### src/rtl/best_root_writer_pkg.sv
// best_root_writer_pkg
// Shared definitions for the best-root writer: FSM state encoding, the
// default extended word width, and a helper that derives the extended
// word width (data bits plus flopoco exception bits) from the top-level
// parameters.
// Ports: none (package).
package best_root_writer_pkg;

    typedef enum logic [2:0] {
        IDLE    = 3'd0,
        INIT    = 3'd1,
        COMPARE = 3'd2,
        WRITE   = 3'd3,
        DROP    = 3'd4
    } state_e;

    localparam int BRW_DATA_WIDTH = 32;
    localparam int BRW_EXTRA_BITS = 2;
    localparam int BRW_W          = BRW_DATA_WIDTH + BRW_EXTRA_BITS;

    function automatic int word_width(input int data_width, input int extra_bits);
        return data_width + extra_bits;
    endfunction

endpackage

### src/rtl/best_root_writer_err.sv
// err_compare
// Combinational candidate-vs-best error test on the numeric field only
// (exception bits excluded). Both fields are compared as unsigned.
// Macro: ERR_TIE_UPDATE_EN -- when defined, an equal error also counts as
// an improvement; otherwise only a strictly smaller error does.
// Ports:
//   cand  in   candidate error, DATA_WIDTH bits
//   best  in   current best error, DATA_WIDTH bits
//   take  out  1 when the candidate should replace the best
module err_compare #(
    parameter int DATA_WIDTH = 32
) (
    input  logic [DATA_WIDTH-1:0] cand,
    input  logic [DATA_WIDTH-1:0] best,
    output logic                  take
);

`ifdef ERR_TIE_UPDATE_EN
    assign take = (cand <= best);
`else
    assign take = (cand < best);
`endif

endmodule

### src/rtl/best_root_writer.sv
// best_root_writer
// Streams root vectors into the best-weights memory. An initial-guess load
// writes RAM_DEPTH words and resets the best error to all-ones; afterwards
// each candidate error is compared to the best so far and its
// NUM_UNKOWNS-word vector is either written (and the best updated) or
// consumed and discarded.
// Macro: ERR_TIE_UPDATE_EN -- equal errors count as improvements (see err_compare).
// Ports:
//   clk, rst (async, active-low)
//   init_start                    start initial-guess load (IDLE only)
//   err_valid, err_in             candidate error (IDLE only)
//   in_valid, in_data, in_ready   root-word stream
//   mem_data, mem_wr_en, mem_update_weight, mem_initial_flag
//                                 registered memory write port
//   best_err, best_updated, busy  status
//
// state   | meaning
// IDLE    | waiting for init_start or a candidate error
// INIT    | loading RAM_DEPTH initial words, flagged as initial
// COMPARE | one cycle: latched error vs best error
// WRITE   | writing NUM_UNKOWNS words of an improving vector
// DROP    | consuming NUM_UNKOWNS words of a non-improving vector
module best_root_writer
    import best_root_writer_pkg::*;
#(
    parameter int DATA_WIDTH    = 32,
    parameter int EXTRA_BITS    = 2,
    parameter int NUM_UNKOWNS   = 1,
    parameter int ADDRESS_WIDTH = 1
) (
    input  logic                                            clk,
    input  logic                                            rst,
    input  logic                                            init_start,
    input  logic                                            err_valid,
    input  logic [word_width(DATA_WIDTH, EXTRA_BITS)-1:0]   err_in,
    input  logic                                            in_valid,
    input  logic [word_width(DATA_WIDTH, EXTRA_BITS)-1:0]   in_data,
    output logic                                            in_ready,
    output logic [word_width(DATA_WIDTH, EXTRA_BITS)-1:0]   mem_data,
    output logic                                            mem_wr_en,
    output logic                                            mem_update_weight,
    output logic                                            mem_initial_flag,
    output logic [word_width(DATA_WIDTH, EXTRA_BITS)-1:0]   best_err,
    output logic                                            best_updated,
    output logic                                            busy
);

    localparam int W         = word_width(DATA_WIDTH, EXTRA_BITS);
    localparam int CNT_W     = ADDRESS_WIDTH + 1;
    localparam int RAM_DEPTH = 1 << ADDRESS_WIDTH;
    localparam logic [CNT_W-1:0] INIT_LAST = CNT_W'(RAM_DEPTH - 1);
    localparam logic [CNT_W-1:0] VEC_LAST  = CNT_W'(NUM_UNKOWNS - 1);

    state_e           state_q, state_d;
    logic [CNT_W-1:0] cnt_q, cnt_d;
    logic [W-1:0]     err_q, err_d;
    logic [W-1:0]     best_err_q, best_err_d;
    logic [W-1:0]     mem_data_q, mem_data_d;
    logic             mem_wr_en_q, mem_wr_en_d;
    logic             upd_q, upd_d;
    logic             init_flag_q, init_flag_d;
    logic             best_upd_q, best_upd_d;
    logic             in_ready_q, in_ready_d;
    logic             busy_q, busy_d;
    logic             take;
    logic             xfer;

    err_compare #(.DATA_WIDTH(DATA_WIDTH)) u_err_compare (
        .cand (err_q[DATA_WIDTH-1:0]),
        .best (best_err_q[DATA_WIDTH-1:0]),
        .take (take)
    );

    assign xfer = in_valid && in_ready_q;

    always_comb begin
        state_d     = state_q;
        cnt_d       = cnt_q;
        err_d       = err_q;
        best_err_d  = best_err_q;
        mem_data_d  = mem_data_q;
        mem_wr_en_d = 1'b0;
        upd_d       = 1'b0;
        init_flag_d = 1'b0;
        best_upd_d  = 1'b0;

        case (state_q)
            IDLE: begin
                // init_start has priority; a simultaneous error is dropped.
                if (init_start) begin
                    state_d = INIT;
                end else if (err_valid) begin
                    err_d   = err_in;
                    state_d = COMPARE;
                end
            end
            INIT: begin
                if (xfer) begin
                    mem_data_d  = in_data;
                    mem_wr_en_d = 1'b1;
                    init_flag_d = 1'b1;
                    if (cnt_q == INIT_LAST) begin
                        cnt_d      = '0;
                        best_err_d = '1;
                        state_d    = IDLE;
                    end else begin
                        cnt_d = cnt_q + CNT_W'(1);
                    end
                end
            end
            COMPARE: begin
                state_d = take ? WRITE : DROP;
            end
            WRITE: begin
                if (xfer) begin
                    mem_data_d  = in_data;
                    mem_wr_en_d = 1'b1;
                    upd_d       = 1'b1;
                    if (cnt_q == VEC_LAST) begin
                        cnt_d      = '0;
                        best_err_d = err_q;
                        best_upd_d = 1'b1;
                        state_d    = IDLE;
                    end else begin
                        cnt_d = cnt_q + CNT_W'(1);
                    end
                end
            end
            DROP: begin
                if (xfer) begin
                    if (cnt_q == VEC_LAST) begin
                        cnt_d   = '0;
                        state_d = IDLE;
                    end else begin
                        cnt_d = cnt_q + CNT_W'(1);
                    end
                end
            end
            default: begin
                cnt_d   = '0;
                state_d = IDLE;
            end
        endcase

        // Handshake/status flops follow the next state so they line up
        // exactly with the state they describe.
        in_ready_d = (state_d == INIT) || (state_d == WRITE) || (state_d == DROP);
        busy_d     = (state_d != IDLE);
    end

    always_ff @(posedge clk or negedge rst) begin
        if (!rst) begin
            state_q     <= IDLE;
            cnt_q       <= '0;
            err_q       <= '0;
            best_err_q  <= '1;
            mem_data_q  <= '0;
            mem_wr_en_q <= 1'b0;
            upd_q       <= 1'b0;
            init_flag_q <= 1'b0;
            best_upd_q  <= 1'b0;
            in_ready_q  <= 1'b0;
            busy_q      <= 1'b0;
        end else begin
            state_q     <= state_d;
            cnt_q       <= cnt_d;
            err_q       <= err_d;
            best_err_q  <= best_err_d;
            mem_data_q  <= mem_data_d;
            mem_wr_en_q <= mem_wr_en_d;
            upd_q       <= upd_d;
            init_flag_q <= init_flag_d;
            best_upd_q  <= best_upd_d;
            in_ready_q  <= in_ready_d;
            busy_q      <= busy_d;
        end
    end

    assign in_ready          = in_ready_q;
    assign mem_data          = mem_data_q;
    assign mem_wr_en         = mem_wr_en_q;
    assign mem_update_weight = upd_q;
    assign mem_initial_flag  = init_flag_q;
    assign best_err          = best_err_q;
    assign best_updated      = best_upd_q;
    assign busy              = busy_q;

endmodule
### config.mk
export PLATFORM = sky130hd
export DESIGN_NAME = best_root_writer
export DESIGN_NICKNAME = d
export VERILOG_FILES = /design/src/rtl/best_root_writer_pkg.sv /design/src/rtl/best_root_writer_err.sv /design/src/rtl/best_root_writer.sv
export SDC_FILE = /design/constraint.sdc
export NUM_CORES = 1
export LEC_CHECK = 0
export BUFFER_PORTS_ARGS = -buffer_cell sky130_fd_sc_hd__buf_2
export CAP_MARGIN = 15
export CORE_MARGIN = 4
export CORE_UTILIZATION = 30
export DETAILED_ROUTE_END_ITERATION = 10
export PLACE_DENSITY_LB_ADDON = 0.15
export SYNTH_ARGS = -nofsm -noshare
export SYNTH_HDL_FRONTEND = slang
export SYNTH_SLANG_ARGS = --single-unit
export TNS_END_PERCENT = 1
### constraint.sdc
create_clock -name clk -period 2.35 [get_ports clk]
set_input_delay 0.235 -clock clk [delete_from_list [all_inputs] [get_ports clk]]
set_output_delay 0.235 -clock clk [all_outputs]
set_load 0.02 [all_outputs]
[Word-level counts from Yosys, hierarchy flattened]
Cells that the tools add are included.
Widths: inputs -> output; s select.
Storage, ports and cells
  bits of input ports: 73
  logic and storage cells: 67
  bits in registers: 113
  output and inout port bits: 74
Cells by class
  eq/ne operators: 13
  bitwise gates (word level): 2
  reduce and logical (&&, ||, !) cells: 14
  add/sub/neg operators: 1
  magnitude comparators: 1
  muxes and demuxes: 25
Operator list (number)
  $mux 34: 4
  $pmux 34 s2: 1
  $lt 32x32->1: 1
  $mux 3: 7
  $pmux 3 s4: 1
  $eq 3x2->1 const B: 3
  $mux 2: 4
  $ne 2x2->1 const B: 4
  $mux 1: 7
  $eq 3x1->1 const B: 2
  $eq 3x3->1 const B: 2
  $pmux 2 s3: 1
  $reduce_and 3->1: 2
  $reduce_or 2->1: 3
  $reduce_and 5->1: 1
  $logic_not 3->1: 1
  $reduce_bool 3->1: 1
  $add 2x1->2 const B: 1
  $eq 2x1->1 const B: 1
  $logic_not 2->1: 1
  $logic_or 1x1->1: 2
  $ne 2x1->1 const B: 1
  $not 1->1: 2
  $reduce_and 2->1: 1
  other kinds (2): 2

[Logic depth before layout (Yosys ltp)]
Gate-level depths: netlist of run 1.
  word-level depth: 7
  depth in mapped cells: 8
  mapped depth without buffers: 8

[Hierarchy]
A second synthesis of run 1 with hierarchy kept.
Second synthesis, totals
  cells, all modules: 539
  area, all modules: 5327.6 µm²
By module, submodules not included
  best_root_writer: area an instance 4529.3 µm², times used 1, sequential area each 2870.3 µm², cells each 429
  err_compare: area an instance 798.3 µm², times used 1, sequential area each 0.0 µm², cells each 110

[Worst setup path after synthesis of run 1]
OpenSTA, ideal clock, no wires.
  kind: flip-flop to flip-flop
  from: reg best_err_q[7], in the netlist best_err[7]
  to: reg state_q[2]
  clock period less this slack: 2.035 ns
  data required time: 2.264 ns
  buffers on the path: 0
  library setup time: 0.086 ns
  arrival: 1.949 ns
  stages on the path, launching flop included: 8
  path slack: 0.315 ns
  cells stage by stage: dfstp_2 > inv_1 > ha_1 > nand4_1 > o311a_1 > o41ai_2 > a31oi_1 > nor3_1
On the way
  longest elaborated chain between the ends: 3
RTL lines
  from (decl): RTL line best_root_writer.sv:57  | logic [W-1:0] best_err_q, best_err_d;
  from (signal assigned): RTL line best_root_writer.sv:168  | best_err_q <= best_err_d;
  $lt 32x32->1: RTL line best_root_writer_err.sv:21  | assign take = (cand < best);
  $mux 3: RTL line best_root_writer.sv:112  | state_d = take ? WRITE : DROP;
  $pmux 3 s4: RTL line best_root_writer.sv:87  | case (state_q)
  named net state_d[2]: RTL line best_root_writer.sv:54  | state_e state_q, state_d;
  to (signal assigned): RTL line best_root_writer.sv:165  | state_q <= state_d;
  to (decl): RTL line best_root_writer.sv:54
The timed path passes the listed nets, and every way through them passes these cells.
A chain may end at the register's enable or synchronous reset.

[Final worst setup path of run 1]
  from: reg best_err_q[7], in the netlist best_err[7]
  to: reg state_q[1]
The elaborated chain is that of the path after synthesis.

==> impl_results.md, run 1 <==
* Die Ht at 141 um
* PwrDens at 1580 nW/um2
* Unrepaired setup endpoints after global routing: false
* Cell Area, Synth at 5340 um2
* Startpoint Class: flip-flop
* Hold crit path type: input pin to flip-flop
* Crit. End Element: flip-flop
* Number of max-cap violations at 0
* Starting density of the core at 0.308
* Area of the die at ~20000 um2
* Initial antenna violation count at 0
* Core ar. at about 17000 um2
* Tightest Pin Transition at 680 ps
* Number of remaining DRC errors at 0
* Met2 global-route usage at 0.212
* Max-slew headroom at 0.547
* R2R setup slack at 230 ps
* Commonest cells in the netlist: 120 x nand2_1, 79 x dfrtp_1, 70 x o21ai_0
* CTS buffer count at 17
* Avg Vias per Cell at about 4.5
* Leak at around 0.0035 uW
* Worst hold path depth at 3
* Setup TNS at 0 ps
* Multiplexer share of the synthesized area at 0.0932
* GRT Overall Usage at 0.134
* WHS at between 20 and 30 ps
* NumNets Final at just under 800
* Clock root cell: clkbuf_16
* Slowest-stage cell, CP: dfstp_2
* Fillcell total at 1736
* Largest family of logic cells by synthesized area: simple AND/OR/NAND/NOR gates
* WS Path Type: flip-flop to flip-flop
* IO Port Bufs at around 150
* First-pass GRT wire length at between 20000 and 25000 um
* Worst path cell trace: inv_1, ha_1, nand4_1, o311a_1, o41ai_4, a31o_2, nand2_1
* Final Max Slew Viols at 0
* Largest cells by area after synthesis: dfrtp_1 37%, dfstp_2 17%, nand2_1 8.4%
* Min Clock Period, post-route at approximately 2100 ps
* R2R cell count at 7
* Met1 usage at 0.176
* Reg clk slew, reported paths at about 50 ps
* Hold Path Origin: in_data[8]
* Cell row count at 48
* Max Fanout on Critical Path at 3
* TritonCTS clock tree: built
* Synth cell types at 42
* Fraction of layout cells with a size suffix above 1 at 0.382
* Ys Warns at 0
* Most used DFF post-synth: dfrtp_1
* Compound-Gate Fraction of Synth Area at 0.109
* GRT busiest layer: met2
* Number of flops mapped to enable cells by yosys at 0
* Leading area contributor after synthesis: dfrtp_1
* Worst Hold End: mem_data[8]$_DFFE_PN0P_
* Crit path DAT at between 2000 and 2500 ps
* 1st-iter DRT viols at around 130
* Yosys reg bits at ~110
* Worst EP required at 2630 ps
* Die Width at roughly 140 um
* Max VDD drop at 0.642 mV
* WL/cell at about 14 um
* Final setup vio count at 0
* Clk_skew at approximately 8.1 ps
* Post-Synth Simple-Gate Area at 0.127
* Ys async rst share at 1.00
* CP peak stage delay at between 500 and 600 ps
* Post-synth top area share at 0.370
* Xor and xnor area share after synthesis at 0
* Status: finished clean
* Clock buffer depth at 2
* Final hold violations at 0
* Vias at 4075
* Synth Instances at 510
* Adder-cell share of the synthesized area at 0.0819
* Top-count cell post-synth: nand2_1
* Number of global-route vias before repair at approximately 4300
* Antenna Nets Post-Route at 0
* Largest net degree at the start of global routing at ~110
* Post-synthesis area per instance at 10.5 um2
* GRT overflow at 0
* Final WL at around 13000 um
* FF-to-FF End: state_q[1]$_DFF_PN0_
* Syn Nets at between 600 and 700
* Io pins at about 150
* Area growth syn-to-layout at 30.2%
* Worst-Skew Late Latency at approximately 400 ps
* GPL Wtd Cong at between 0.7 and 0.8
* Hpwl dp at around 8900 um
* Worst r2r src: best_err[7]$_DFFE_PN1P_
* FMAX at ~0.47 GHz
* Met3 usage at 0.0421
* Clk sinks at approximately 110
* H-tree depth at 4
* ANT cells at 0
* Pre-antenna DRT Iters at 5
* Final period util at 0.902
* Seq/Total Area, Yosys at 0.537
placed cells by master (no fill, tap or decap), types with 5 or more instances in the layout:
master	Yosys	layout
nor3_1	5	5
a21oi_1	20	20
buf_2	7	145
clkbuf_1	12	5
mux2_4	28	28
o21ai_0	70	70
dfrtp_1	79	79
ha_1	35	35
mux2_2	6	6
clkbuf_8	0	5
clkbuf_16	0	17
dfstp_2	34	34
inv_1	35	35
buf_4	0	8
nand4_1	5	5
nand2_1	120	120
nor2_1	14	14
per-stage QoR:
step | worst slack (ps) | instance area, um2 | util | std cells | total power, uW
final | 229 | 6960 | 0.401 | 900 | 11000
after global routing | 26.9 | 6960 | 0.401 | 900 | 12000
after CTS | 153 | 6940 | 0.400 | 900 | 11200
after detailed placement | 175 | 6350 | 0.366 | 867 | 8530
after global placement | 211 | 6350 | 0.366 | 867 | 8440
after floorplan | 315 | 5340 | - | 510 | 6980
worst max-delay path: cells and delay by family (launching register included):
| kind | cells | cell delay [ps] |
|---|---|---|
| AOI/OAI and AO/OA | 3 | 960 |
| DFF | 1 | 520 |
| adders and majority gates | 1 | 310 |
| and+or+nand+nor | 2 | 160 |
| buffers and inverters | 1 | 50 |
registers in the layout, indices dropped and copies added, names as in the netlist:
name               count
in_ready               1
state_q                3
mem_update_weight      1
cnt_q                  2
busy                   1
mem_wr_en              1
err_q                 34
mem_initial_flag       1
best_err              34
mem_data              34
best_updated           1
routing by layer:
| layer | share of wire | up-vias | wire, um |
|---|---|---|---|
| met5 | 0 | - | 0 |
| met4 | 0.012 | 0 | 157 |
| met3 | 0.072 | 13 | 934 |
| met2 | 0.46 | 135 | 5910 |
| met1 | 0.46 | 1904 | 5950 |
| li1 | - | 2023 | - |
cell type report:
type	count	area, um2	area share
timing repair buffer	157	856	0.123
clock inverter	5	75.1	0.0108
inverter	37	144	0.0207
clock buffer	27	513	0.0738
tap	225	282	0.0405
sequential	113	2870	0.413
multi-input combinational	336	2220	0.319
what timing repair did:
item                                    CTS  global route
endpoints found under the hold margin    79             0
endpoints found under the setup margin    0             1
buffers inserted                          0             0
hold buffers                              1             0
resized for setup                         0             1
kinds of logic (layout without fill, tap and decap cells):
logic type,after synthesis,count (layout)
flops,113,113
mux,35,35
compound gates,106,106
fa+ha+maj,35,35
buf+inv,61,226
simple gates,160,160
worst max path at each step:
| stage | start | end | cells past startpoint |
|---|---|---|---|
| 2_1_floorplan | best_err[7]$_DFFE_PN1P_ | state_q[2]$_DFF_PN0_ | 7 |
| 3_3_place_gp | best_err[7]$_DFFE_PN1P_ | state_q[1]$_DFF_PN0_ | 7 |
| 3_5_place_dp | best_err[7]$_DFFE_PN1P_ | state_q[2]$_DFF_PN0_ | 7 |
| 4_1_cts | best_err[7]$_DFFE_PN1P_ | state_q[2]$_DFF_PN0_ | 7 |
| 5_1_grt | best_err[7]$_DFFE_PN1P_ | state_q[2]$_DFF_PN0_ | 7 |
| 6_report | best_err[7]$_DFFE_PN1P_ | state_q[1]$_DFF_PN0_ | 7 |
power breakdown:
part	switching, uW	internal [uW]
clock	849	1700
sequential	571	3100
combinational	2910	1900
Note: power is estimated with default switching activity, not from simulation.
==> run 2: changes to the inputs <==
--- a/config.mk
+++ b/config.mk
@@ -10,4 +10,5 @@
 export CORE_MARGIN = 4
 export CORE_UTILIZATION = 30
+export CTS_CLUSTER_DIAMETER = 80
 export DETAILED_ROUTE_END_ITERATION = 10
 export PLACE_DENSITY_LB_ADDON = 0.15
==> constraint.sdc (replaced) <==
create_clock -name clk -period 2.35 [get_ports clk]
set_input_delay 0 -clock clk [delete_from_list [all_inputs] [get_ports clk]]
set_output_delay 0 -clock clk [all_outputs]
set_load 0.02 [all_outputs]
==> impl_results.md, run 2 (same netlist as run 1, synthesis figures left out) <==
* Status: finished clean
* Clock root cell: clkbuf_16
* Clk pwr share at 0.236 (+0.005)
* Fraction of layout cells with a size suffix above 1 at 0.351 (-0.0309)
* Hold crit path type: input pin to flip-flop
* Clk_skew at 7.98 ps (-0.159 ps)
* Worst-Skew Late Latency at 410 ps (about the same)
* Final Worst Setup Slack at 225 ps (-4.74 ps)
* WL/cell at 13.8 um (-4.0%)
* ANT cells at 0 (unchanged)
* H-tree depth at 4 (unchanged)
* Max VDD drop at 0.696 mV (+8.6%)
* NumNets Final at 838 (+8.8%)
* Die Ht at 141 um (unchanged)
* Largest net degree at the start of global routing at 64 (-44%)
* Number of setup buffers added after CTS at 0 (unchanged)
* Min Clock Period, post-route at 2130 ps (+4.74 ps)
* PwrDens at 1460 nW/um2 (-7.7%)
* Number of global-route vias before repair at 4520 (+5.8%)
* Crit path buffers/inverters at 1 (unchanged)
* Reg clk slew, reported paths at 50 ps (about the same)
* Core Util, Final at 0.442 (+0.0409)
* P_sw at 4360 uW (+0.85%)
* WHS at 108 ps (+80.3 ps)
* Worst EP required at 2670 ps (+40 ps)
* Io pins at 147 (unchanged)
* Max-slew headroom at 0.541 (-0.00565)
* Clk sinks at 113 (unchanged)
* Leak at 0.00382 uW (+8.3%)
* Cell row count at 48 (unchanged)
* GRT overflow at 0 (unchanged)
* 1st-iter DRT viols at 130 (-2.3%)
* Final WL at 13400 um (+3.3%)
* Max Fanout on Critical Path at 3 (unchanged)
* WS Path Type: flip-flop to flip-flop
* Cell area after layout at 7660 um2 (+10%)
* Setup TNS at 0 ps (unchanged)
* Crit. End Element: flip-flop
* Die Width at 141 um (unchanged)
* Net Sw Frac at 0.389 (-0.00325)
* Combinational share of power at 0.436 (about the same)
* TritonCTS clock tree: built
* Avg Vias per Cell at 4.46 (-1.4%)
* Clock buffer depth at 2 (unchanged)
* CTS buffer count at 17 (unchanged)
* Vias at 4320 (+6.0%)
* GRT Overall Usage at 0.139 (+0.00467)
* Starting density of the core at 0.308 (unchanged)
* Unrepaired setup endpoints after global routing: false
* Pre-antenna DRT Iters at 4 (-1)
* GPL Wtd Cong at 0.782 (-1.2%)
* Antenna Nets Post-Route at 0 (unchanged)
* R2R setup slack at 220 ps (about the same)
* Final setup vio count at 0 (unchanged)
* Sequential share of power at 0.328 (-0.005)
* Most frequent cells in the layout: 145 x buf_2, 120 x nand2_1, 79 x dfrtp_1
* First-pass GRT wire length at 22300 um (+3.2%)
* Internal at 6840 uW (+2.2%)
* Initial antenna violation count at 0 (unchanged)
* Hpwl dp at 9080 um (+1.9%)
* Core ar. at 17400 um2 (unchanged)
* Tightest Pin Transition at 688 ps (+8.47 ps)
* Top Family by Delay on Critical Path: compound AO/OA/AOI/OAI gates
* Number of max-cap violations at 0 (unchanged)
* Final hold violations at 0 (unchanged)
* CP peak stage delay at 520 ps (about the same)
* Area of the die at 20000 um2 (unchanged)
* Final period util at 0.904 (+0.00202)
* Most common cell after layout, fill and taps aside: buf_2
* Final Max Slew Viols at 0 (unchanged)
* Area growth syn-to-layout at 43.4%
* Worst path cell trace: inv_1, ha_1, nand4_1, o311a_1, o41ai_4, a31oi_1, nor3_1
* Number of remaining DRC errors at 0 (unchanged)
* FMAX at 0.471 GHz (-0.22%)
* Area after DPL at 6350 um2 (unchanged)
* Crit path DAT at 2440 ps (+30 ps)
* IO Port Bufs at 146 (unchanged)
* Startpoint Class: flip-flop
* Dpl ws at 158 ps (-16.2 ps)
* Slowest-stage cell, CP: dfstp_2
-- run 2: changes by cell type in the layout (fill, tap and decap cells not counted), sizes merged --
cell	change
clkbuf	-4
bufinv	+1
dlygate4sd3	+68
clkinv	+1
clkinvlp	+2
-- run 2: worst paths after layout --
check	from	endpoint	cells after the start
setup / recovery	best_err[7]$_DFFE_PN1P_	state_q[2]$_DFF_PN0_	7
hold reg to reg	mem_data[26]$_DFFE_PN0P_	mem_data[26]$_DFFE_PN0P_	2
min in group asynchronous	rst	mem_data[13]$_DFFE_PN0P_	2
max in group asynchronous	rst	best_err[23]$_DFFE_PN1P_	3
setup reg to reg	best_err[7]$_DFFE_PN1P_	state_q[2]$_DFF_PN0_	7
hold / removal	in_valid	cnt_q[0]$_DFFE_PN0P_	4
-- run 2: worst register-to-register path: cells and delay by family (launching register included) --
family	cells	cell delay (ps)
buffers and inverters	1	50
AO/OA/AOI/OAI	3	890
AND/OR/NAND/NOR	2	280
adder cells (fa/ha/maj)	1	310
flip-flops	1	520
-- run 2: power by group through the flow --
stage                     sequential [uW]  combinational (uW)  clock (uW)
after floorplan                      4380                2600           0
final                                3670                4890        2640
after global routing                 3800                5530        2820
after detailed placement             3710                4810           0
after CTS                            3680                4930        2730
after global placement               3690                4750           0
-- run 2: per-stage QoR --
step,power (uW),cells
2_1_floorplan,6980,510
3_5_place_dp,8520,867
3_3_place_gp,8440,867
5_1_grt,12100,968
6_report,11200,968
4_1_cts,11300,968
-- run 2: repair_timing --
item	4_1_cts	5_1_grt
setup endpoints to repair	0	1
resized for setup	0	1
hold endpoints to repair	111	0
hold buffers	69	0
-- run 2: area by class of cell --
class	instances	area (um2)
tap	225	282
clock buffer	23	488
fill	1658	9690
clock inverter	9	129
multi-input combinational	336	2220
sequential	113	2870
timing repair buffer	225	1540
inverter	37	144
-- run 2: layer usage --
metal  global-route usage  up-vias  wire length [um]
li1                     -     2158                 -
met1                0.179     2023              6320
met2                0.225      124              6010
met3               0.0391       15               813
met4               0.0495        0               226
met5                    0        -                 0
